`config.mk`:
```
export PLATFORM = sky130hd
export DESIGN_NAME = mips_run_ctrl
export DESIGN_NICKNAME = d
export VERILOG_FILES = /design/src/rtl/mips_run_ctrl.sv
export SDC_FILE = /design/constraint.sdc
export NUM_CORES = 1
export LEC_CHECK = 0
export CORE_MARGIN = 2
export CORE_UTILIZATION = 35
export CTS_CLUSTER_DIAMETER = 80
export DETAILED_ROUTE_END_ITERATION = 7
export GPL_TIMING_DRIVEN = 0
export HOLD_SLACK_MARGIN = 0.1
export PLACE_DENSITY = 0.8
export REMOVE_ABC_BUFFERS = 1
export SLEW_MARGIN = 20
export SYNTH_ARGS = -nofsm -noshare
export SYNTH_HDL_FRONTEND = slang
export SYNTH_SLANG_ARGS = --single-unit
```
`constraint.sdc`:
```
create_clock -name clk1 -period 3.7 [get_ports clk1]
set_input_delay 0.74 -clock clk1 [delete_from_list [all_inputs] [get_ports clk1]]
set_output_delay 0.74 -clock clk1 [all_outputs]
set_load 0.005 [all_outputs]
```
`src/rtl/mips_run_ctrl.sv`:
```
// Run controller for the pipelined MIPS32 core: load image, release core, wait for HLT, read result.
// Latency: 1 program word per cycle while loading; HLT to done = 3 cycles (READ, CAPT, DONE).
// Backpressure: prog_ready only in LOAD; words are written combinationally on valid & ready.
module mips_run_ctrl #(
  parameter int ADDR_W      = 10,
  parameter int LOAD_BASE   = 0,
  parameter int RESULT_ADDR = 198,
  parameter int TIMEOUT     = 2000,
  parameter int CNT_W       = 16
) (
  input  logic              clk1,
  input  logic              rst,
  input  logic              start,
  input  logic              prog_valid,
  output logic              prog_ready,
  input  logic [31:0]       prog_data,
  input  logic              prog_last,
  output logic              mem_we,
  output logic [ADDR_W-1:0] mem_addr,
  output logic [31:0]       mem_wdata,
  input  logic [31:0]       mem_rdata,
  output logic              core_run,
  input  logic              core_halted,
  output logic              busy,
  output logic              done,
  output logic              timeout,
  output logic              overflow,
  output logic [31:0]       result,
  output logic [CNT_W-1:0]  run_cycles
);

  typedef enum logic [2:0] {
    S_IDLE, S_LOAD, S_RUN, S_READ, S_CAPT, S_DONE
  } state_t;

  localparam logic [ADDR_W-1:0] PTR_BASE = ADDR_W'(LOAD_BASE);
  localparam logic [ADDR_W-1:0] PTR_MAX  = '1;
  localparam logic [ADDR_W-1:0] RES_A    = ADDR_W'(RESULT_ADDR);
  localparam logic [CNT_W-1:0]  TO_LIM   = CNT_W'(TIMEOUT);
  localparam logic [CNT_W-1:0]  CNT_MAX  = '1;

  state_t            state;
  state_t            state_nxt;
  logic [ADDR_W-1:0] wr_ptr;
  logic              xfer;
  logic              hit_timeout;
  logic [CNT_W-1:0]  run_cycles_inc;

  // Next-state and combinational outputs; reset forces everything quiet in the same cycle.
  always_comb begin
    state_nxt      = state;
    prog_ready     = 1'b0;
    mem_we         = 1'b0;
    mem_addr       = '0;
    mem_wdata      = '0;
    core_run       = 1'b0;
    busy           = 1'b0;
    xfer           = 1'b0;
    run_cycles_inc = (run_cycles == CNT_MAX) ? run_cycles : run_cycles + CNT_W'(1);
    // The counter value this RUN cycle will leave behind is what the watchdog judges.
    hit_timeout    = (run_cycles_inc >= TO_LIM);
    case (state)
      S_IDLE, S_DONE: begin
        if (start) state_nxt = S_LOAD;
      end
      S_LOAD: begin
        busy       = 1'b1;
        prog_ready = 1'b1;
        mem_addr   = wr_ptr;
        xfer       = prog_valid;
        if (prog_valid) begin
          mem_we    = 1'b1;
          mem_wdata = prog_data;
          if (prog_last)              state_nxt = S_RUN;
          else if (wr_ptr == PTR_MAX) state_nxt = S_DONE;
        end
      end
      S_RUN: begin
        busy     = 1'b1;
        core_run = 1'b1;
        // Halt beats a watchdog expiry landing on the same cycle.
        if (core_halted)      state_nxt = S_READ;
        else if (hit_timeout) state_nxt = S_DONE;
      end
      S_READ: begin
        busy      = 1'b1;
        mem_addr  = RES_A;
        state_nxt = S_CAPT;
      end
      S_CAPT: begin
        busy      = 1'b1;
        state_nxt = S_DONE;
      end
      default: state_nxt = S_IDLE;
    endcase
    if (rst) begin
      prog_ready = 1'b0;
      mem_we     = 1'b0;
      mem_addr   = '0;
      mem_wdata  = '0;
      core_run   = 1'b0;
      busy       = 1'b0;
      xfer       = 1'b0;
    end
  end

  // State register plus write pointer, status flags, result and run counter.
  always_ff @(posedge clk1) begin
    if (rst) begin
      state      <= S_IDLE;
      wr_ptr     <= PTR_BASE;
      done       <= 1'b0;
      timeout    <= 1'b0;
      overflow   <= 1'b0;
      result     <= '0;
      run_cycles <= '0;
    end else begin
      state <= state_nxt;
      case (state)
        S_IDLE, S_DONE: begin
          if (start) begin
            wr_ptr     <= PTR_BASE;
            done       <= 1'b0;
            timeout    <= 1'b0;
            overflow   <= 1'b0;
            result     <= '0;
            run_cycles <= '0;
          end
        end
        S_LOAD: begin
          if (xfer) begin
            wr_ptr <= wr_ptr + ADDR_W'(1);
            if (!prog_last && wr_ptr == PTR_MAX) begin
              overflow <= 1'b1;
              done     <= 1'b1;
            end
          end
        end
        S_RUN: begin
          run_cycles <= run_cycles_inc;
          if (!core_halted && hit_timeout) begin
            timeout <= 1'b1;
            done    <= 1'b1;
          end
        end
        S_CAPT: begin
          result <= mem_rdata;
          done   <= 1'b1;
        end
        default: ;
      endcase
    end
  end

endmodule

```
After elaboration in Yosys (flattened, before gate mapping)
Cells that the tools add are included.
{ "op_classes": {"n_reduce_logical": 18, "n_eq_ne": 14, "addsub": 2, "muxes": 38, "order_cmp": 1} }
{ "ops": {"columns": ["op", "count"], "rows": [
  ["$mux W32", 4],
  ["$pmux W32 S2", 1],
  ["$pmux W10 S2", 2],
  ["$mux W16", 2],
  ["$pmux W16 S2", 1],
  ["$mux W10", 3],
  ["$mux W3", 6],
  ["$add A16 B1 Y16 const B", 1],
  ["$eq A16 B16 Y1 const B", 1],
  ["$ge A16 B11 Y1 const B", 1],
  ["$mux W1", 15],
  ["$pmux W3 S5", 1],
  ["$add A10 B1 Y10 const B", 1],
  ["$eq A10 B10 Y1 const B", 1],
  ["$ne A2 B2 Y1 const B", 5],
  ["$reduce_and A4 Y1", 2],
  ["$eq A3 B2 Y1 const B", 2],
  ["$eq A3 B3 Y1 const B", 2],
  ["$ne A3 B3 Y1 const B", 2],
  ["$reduce_and A3 Y1", 2],
  ["$reduce_bool A2 Y1", 3],
  ["$reduce_and A5 Y1", 1],
  ["$pmux W1 S2", 2],
  ["$pmux W1 S4", 1],
  ["other kinds (8)", 11]
]} }
{ "word_totals": {"ff_bits": 64, "word_cells": 80, "output_inout_bits": 97} }

Logic depth before layout (Yosys ltp)
{ "depth": {"word_depth": 6, "mapped_depth": 9} }

Worst setup path before layout
OpenSTA, ideal clock, no wires.
{ "synth_timing": {"kind": "input to output", "from": "input port rst", "to": "output port mem_wdata[18]", "arrival_ps": 2069, "path_slack_ps": 891, "cell_stages": 6, "path_cell_list": "clkbuf_1 > nor3b_2 > nor2b_1 > clkbuf_1 > clkbuf_1 > and3_1"} }
{ "synth_via": {"elab_chain_cells": 1} }
{ "synth_lines": {"columns": ["item", "line", "source"], "rows": [
  ["start: declaration", "12", "input logic rst,"],
  ["$mux W32", "96", "if (rst) begin"],
  ["end: declaration", "20", "output logic [31:0] mem_wdata,"]
]} }
Every way passes these cells.

Final worst setup path
{ "layout_timing": {"from": "input port rst", "to": "output port mem_wdata[14]"} }
The elaborated chain is that of the path after synthesis.

==> impl_metrics.prom <==
# TYPE chip_impl_metric gauge
chip_impl_metric{name="drcViolationCount",unit=""} 0
chip_impl_info{name="top_reg_cell_synth",value="dfxtp_1"} 1
chip_impl_metric{name="detailed_place.area",unit="sq um"} 5090
chip_impl_metric{name="share_of_the_clock_period_used_by_the_worst_path",unit="%"} 96.3
chip_impl_metric{name="cts.clk_slew.worst_paths",unit="ns"} 0.07
chip_impl_info{name="setup.worst_path.start_class",value="primary input"} 1
chip_impl_info{name="regToRegEndpoint",value="state[2]"} 1
chip_impl_metric{name="area_taken_by_multi_input_logic_gates",unit="sq um"} 1920
chip_impl_metric{name="worst-r2r-setup-slack",unit="ns"} 0.79
chip_impl_metric{name="num_antenna_cells",unit=""} 0
chip_impl_metric{name="vias_cell",unit=""} 5.28
chip_impl_metric{name="floorplan.die.width",unit="um"} 102
chip_impl_metric{name="ys_seq_elements",unit=""} 64
chip_impl_metric{name="max_slew.worst_pin.slew",unit="ns"} 0.793
chip_impl_metric{name="drtPass1Iterations",unit=""} 4
chip_impl_metric{name="first_global_vias",unit=""} 3509
chip_impl_metric{name="drt_iter0_markers",unit=""} 149
chip_impl_metric{name="io_pins",unit=""} 167
chip_impl_metric{name="hold_buffers",unit=""} 0
chip_impl_metric{name="yosysWarningCount",unit=""} 0
chip_impl_info{name="timing.hold.worst.class",value="reg2reg"} 1
chip_impl_metric{name="synth_sequential_area_ratio",unit="%"} 38.1
chip_impl_metric{name="finalSetupTns",unit="ns"} 0
chip_impl_info{name="worst_path_class_setup",value="in2out"} 1
chip_impl_metric{name="initial_utilization",unit="%"} 36.2
chip_impl_metric{name="layout_cell_share_with_drive_strength_beyond_1",unit="%"} 6.01
chip_impl_metric{name="floorplan.core_area",unit="sq um"} 9280
chip_impl_info{name="endpoint",value="mem_wdata[14]"} 1
chip_impl_metric{name="cts.sinks",unit=""} 64
chip_impl_info{name="clock_tree_root_driver_cell",value="clkbuf_8"} 1
chip_impl_metric{name="power.density_cell_area",unit="nW/um^2"} 328
chip_impl_metric{name="areaGrowthSynthToFinish",unit="%"} 59.0
chip_impl_metric{name="gp_congestion",unit=""} 0.870
chip_impl_metric{name="met2RoutedLength",unit="mm"} 5.35
chip_impl_metric{name="design.die.area",unit="sq um"} 10400
chip_impl_metric{name="gr-usage-all-layers",unit="%"} 20.9
chip_impl_metric{name="final_max_slew_viol_count",unit=""} 0
chip_impl_metric{name="avgRoutedWirePerCell",unit="um"} 15.1
chip_impl_metric{name="timing.critical_path.fanout_max",unit=""} 32
chip_impl_info{name="status",value="complete, no violations"} 1
chip_impl_info{name="element_type_at_the_critical_path_end",value="output port"} 1
chip_impl_info{name="tritoncts",value="built"} 1
chip_impl_metric{name="hold_viol",unit=""} 0
chip_impl_metric{name="max_cap_viol_count",unit=""} 0
chip_impl_info{name="highest-signal-layer",value="met4"} 1
chip_impl_metric{name="grt_start_max_net_pins",unit=""} 35
chip_impl_metric{name="cts_inserted_buffers",unit=""} 9
chip_impl_metric{name="post_synth_num_cell_types",unit=""} 51
chip_impl_metric{name="cts_htree_levels",unit=""} 3
chip_impl_metric{name="num-fill-cells",unit=""} 847
chip_impl_metric{name="static-leakage-power",unit="uW"} 0.00189
chip_impl_metric{name="synthArstFlopShare",unit="%"} 0
chip_impl_metric{name="std_cell_rows",unit=""} 35
chip_impl_metric{name="drt-total-wl",unit="mm"} 11.0
chip_impl_metric{name="routed-via-count",unit=""} 3845
chip_impl_metric{name="clock_path_buffers",unit=""} 2
chip_impl_metric{name="detailed_place_hpwl",unit="mm"} 8.28
chip_impl_metric{name="ant_nets",unit=""} 0
chip_impl_metric{name="detailroute.wirelength.met3",unit="mm"} 1.20
chip_impl_metric{name="grt.overflow.total",unit=""} 0
chip_impl_metric{name="power.ir.vdd_worst",unit="V"} 0.000241
chip_impl_metric{name="synth_area_per_cell",unit="sq um"} 7.47
chip_impl_metric{name="fmax",unit="GHz"} 0.281
chip_impl_metric{name="fin_crit",unit="ns"} 3.56
chip_impl_info{name="worstReg2RegStart",value="run_cycles[1]"} 1
chip_impl_metric{name="post-layout-total-power",unit="uW"} 1750
chip_impl_info{name="setup_repair_after_global_routing_missed_its_margin",value="false"} 1
chip_impl_metric{name="fin_nets",unit=""} 666
chip_impl_metric{name="finClkSkew",unit="ns"} 0.0104
chip_impl_info{name="startpoint",value="rst"} 1
chip_impl_metric{name="netlist_instances",unit=""} 450
chip_impl_metric{name="die_y",unit="um"} 102
chip_impl_metric{name="clock_latency",unit="ns"} 0.33
chip_impl_metric{name="route.layer.met1.wl",unit="mm"} 3.97
chip_impl_metric{name="io_buffer_count",unit=""} 166
chip_impl_metric{name="setup_viol",unit=""} 0
chip_impl_metric{name="worst-endpoint-arrival",unit="ns"} 2.82
chip_impl_metric{name="grt_pass1_wl",unit="mm"} 17.3
chip_impl_metric{name="synth_edf_count",unit=""} 0
chip_impl_metric{name="fin_area",unit="sq um"} 5340
chip_impl_metric{name="worst-r2r-cell-count",unit=""} 8
chip_impl_metric{name="timing.critical_path.required",unit="ns"} 2.96
chip_impl_metric{name="antenna_found_initial",unit=""} 0
chip_impl_metric{name="syn-cell-area",unit="sq um"} 3360
chip_impl_metric{name="slew_headroom",unit="%"} 46.9
chip_impl_metric{name="regArea",unit="sq um"} 1280
## final cells by class
class | instances | area share [%]
inverter | 6 | 0.421
timing repair buffer | 171 | 32.4
clock buffer | 9 | 2.32
sequential | 64 | 24.0
multi-input combinational | 342 | 35.9
tap | 129 | 3.02
clock inverter | 7 | 1.92
## registers in the layout, summed over array words and instances (netlist names)
| register | cells |
|---|---|
| result | 32 |
| done | 1 |
| wr_ptr | 10 |
| timeout | 1 |
| overflow | 1 |
| state | 3 |
| run_cycles | 16 |
## layer usage
metal / up-vias / global-route usage [%]
met3: 31 / 8.28
met2: 193 / 35.9
met1: 1732 / 22.4
met5: - / 0
li1: 1889 / -
met4: 0 / 10.3
## Yosys cell counts (2+ instances only)
master | count | area (sq um)
nor3_1 | 11 | 55.1
a311oi_1 | 2 | 17.5
nand2b_1 | 4 | 25.0
dfxtp_1 | 64 | 1280
xor2_1 | 5 | 43.8
buf_2 | 7 | 35.0
nand3_1 | 43 | 215
o21a_1 | 6 | 45.0
a22oi_1 | 3 | 22.5
and3_1 | 35 | 219
nor4_4 | 2 | 42.5
inv_1 | 5 | 18.8
clkbuf_1 | 26 | 97.6
and2_1 | 9 | 56.3
and4_1 | 2 | 17.5
a211oi_1 | 3 | 22.5
nand3b_1 | 2 | 15.0
mux2i_1 | 2 | 20.0
a31oi_1 | 5 | 31.3
o211ai_1 | 2 | 15.0
nor2_1 | 39 | 146
nor2b_1 | 2 | 12.5
nor4_1 | 3 | 18.8
o21ai_0 | 12 | 60.1
a21oi_1 | 56 | 280
nand2_1 | 57 | 214
ha_1 | 2 | 25.0
or3_1 | 2 | 12.5
xnor2_1 | 4 | 35.0
buf_1 | 4 | 15.0
nand4_1 | 9 | 56.3
or2_2 | 2 | 12.5
or4_1 | 2 | 15.0
## report_power, final
part           internal, uW  switching [uW]  leakage (uW)  total [uW]
Clock                   386             299      0.000110         686
Sequential              709            22.7      0.000517         732
Combinational           175             158       0.00126         333
## how the worst min path moves through the flow
| stage | end | depth (start not counted) | slack [ns] | startpoint |
|---|---|---|---|---|
| 5_1_grt | result[30] | 2 | 0.49 | result[30] |
| 6_report | timeout | 1 | 0.47 | timeout |
| 2_1_floorplan | overflow | 1 | 0.45 | overflow |
| 3_5_place_dp | timeout | 1 | 0.45 | timeout |
| 4_1_cts | result[30] | 2 | 0.47 | result[30] |
| 3_3_place_gp | overflow | 1 | 0.44 | overflow |
## what timing repair did
item                       4_1_cts  5_1_grt
pin swaps                        0        0
setup endpoints to repair       32       12
buffers inserted                 0        1
gates resized for setup          2        0
## worst max-delay path, cell delays in order
cell             delay, ns
buf_2                 0.26
buf_16                0.25
nor3b_4               0.31
nor2b_4               0.24
buf_8                 0.19
and3_1                0.28
clkdlybuf4s50_1       0.54
## cells in the final DEF (no fill, tap or decap), types with 3 or more instances in the layout
master / instances
o21ai_0: 12
a21oi_1: 56
nand4_1: 9
xor2_1: 5
o21a_1: 6
and3_1: 35
nand2_1: 56
nand2b_1: 4
nor4_1: 3
nor3_1: 11
clkbuf_8: 9
dfxtp_1: 64
nand3_1: 43
a22oi_1: 3
a211oi_1: 3
nor2_1: 39
clkdlybuf4s50_1: 165
and2_1: 8
a31oi_1: 5
xnor2_1: 4
inv_1: 5
## per-stage QoR
step	setup WS [ns]	utilization, %	hold WS (ns)	instances
2_1_floorplan	0.509	-	0.451	412
3_3_place_gp	-2.41	54.2	0.442	707
3_5_place_dp	-0.169	54.9	0.454	711
4_1_cts	0.0578	57.4	0.469	727
6_report	0.136	57.6	0.465	728
5_1_grt	0.00284	57.6	0.488	728
## logic make-up (layout without fill, tap and decap cells)
| kind of cell | Yosys count | in the layout | synth area share [%] |
|---|---|---|---|
| xor+xnor | 9 | 9 | 2.35 |
| compound gates | 97 | 97 | 16.6 |
| flops | 64 | 64 | 38.1 |
| fa+ha+maj | 2 | 2 | 0.744 |
| buf+inv | 44 | 193 | 5.29 |
| simple gates | 231 | 231 | 35.9 |
| mux | 3 | 3 | 0.931 |
No activity file was read; power rests on OpenSTA's default activity.
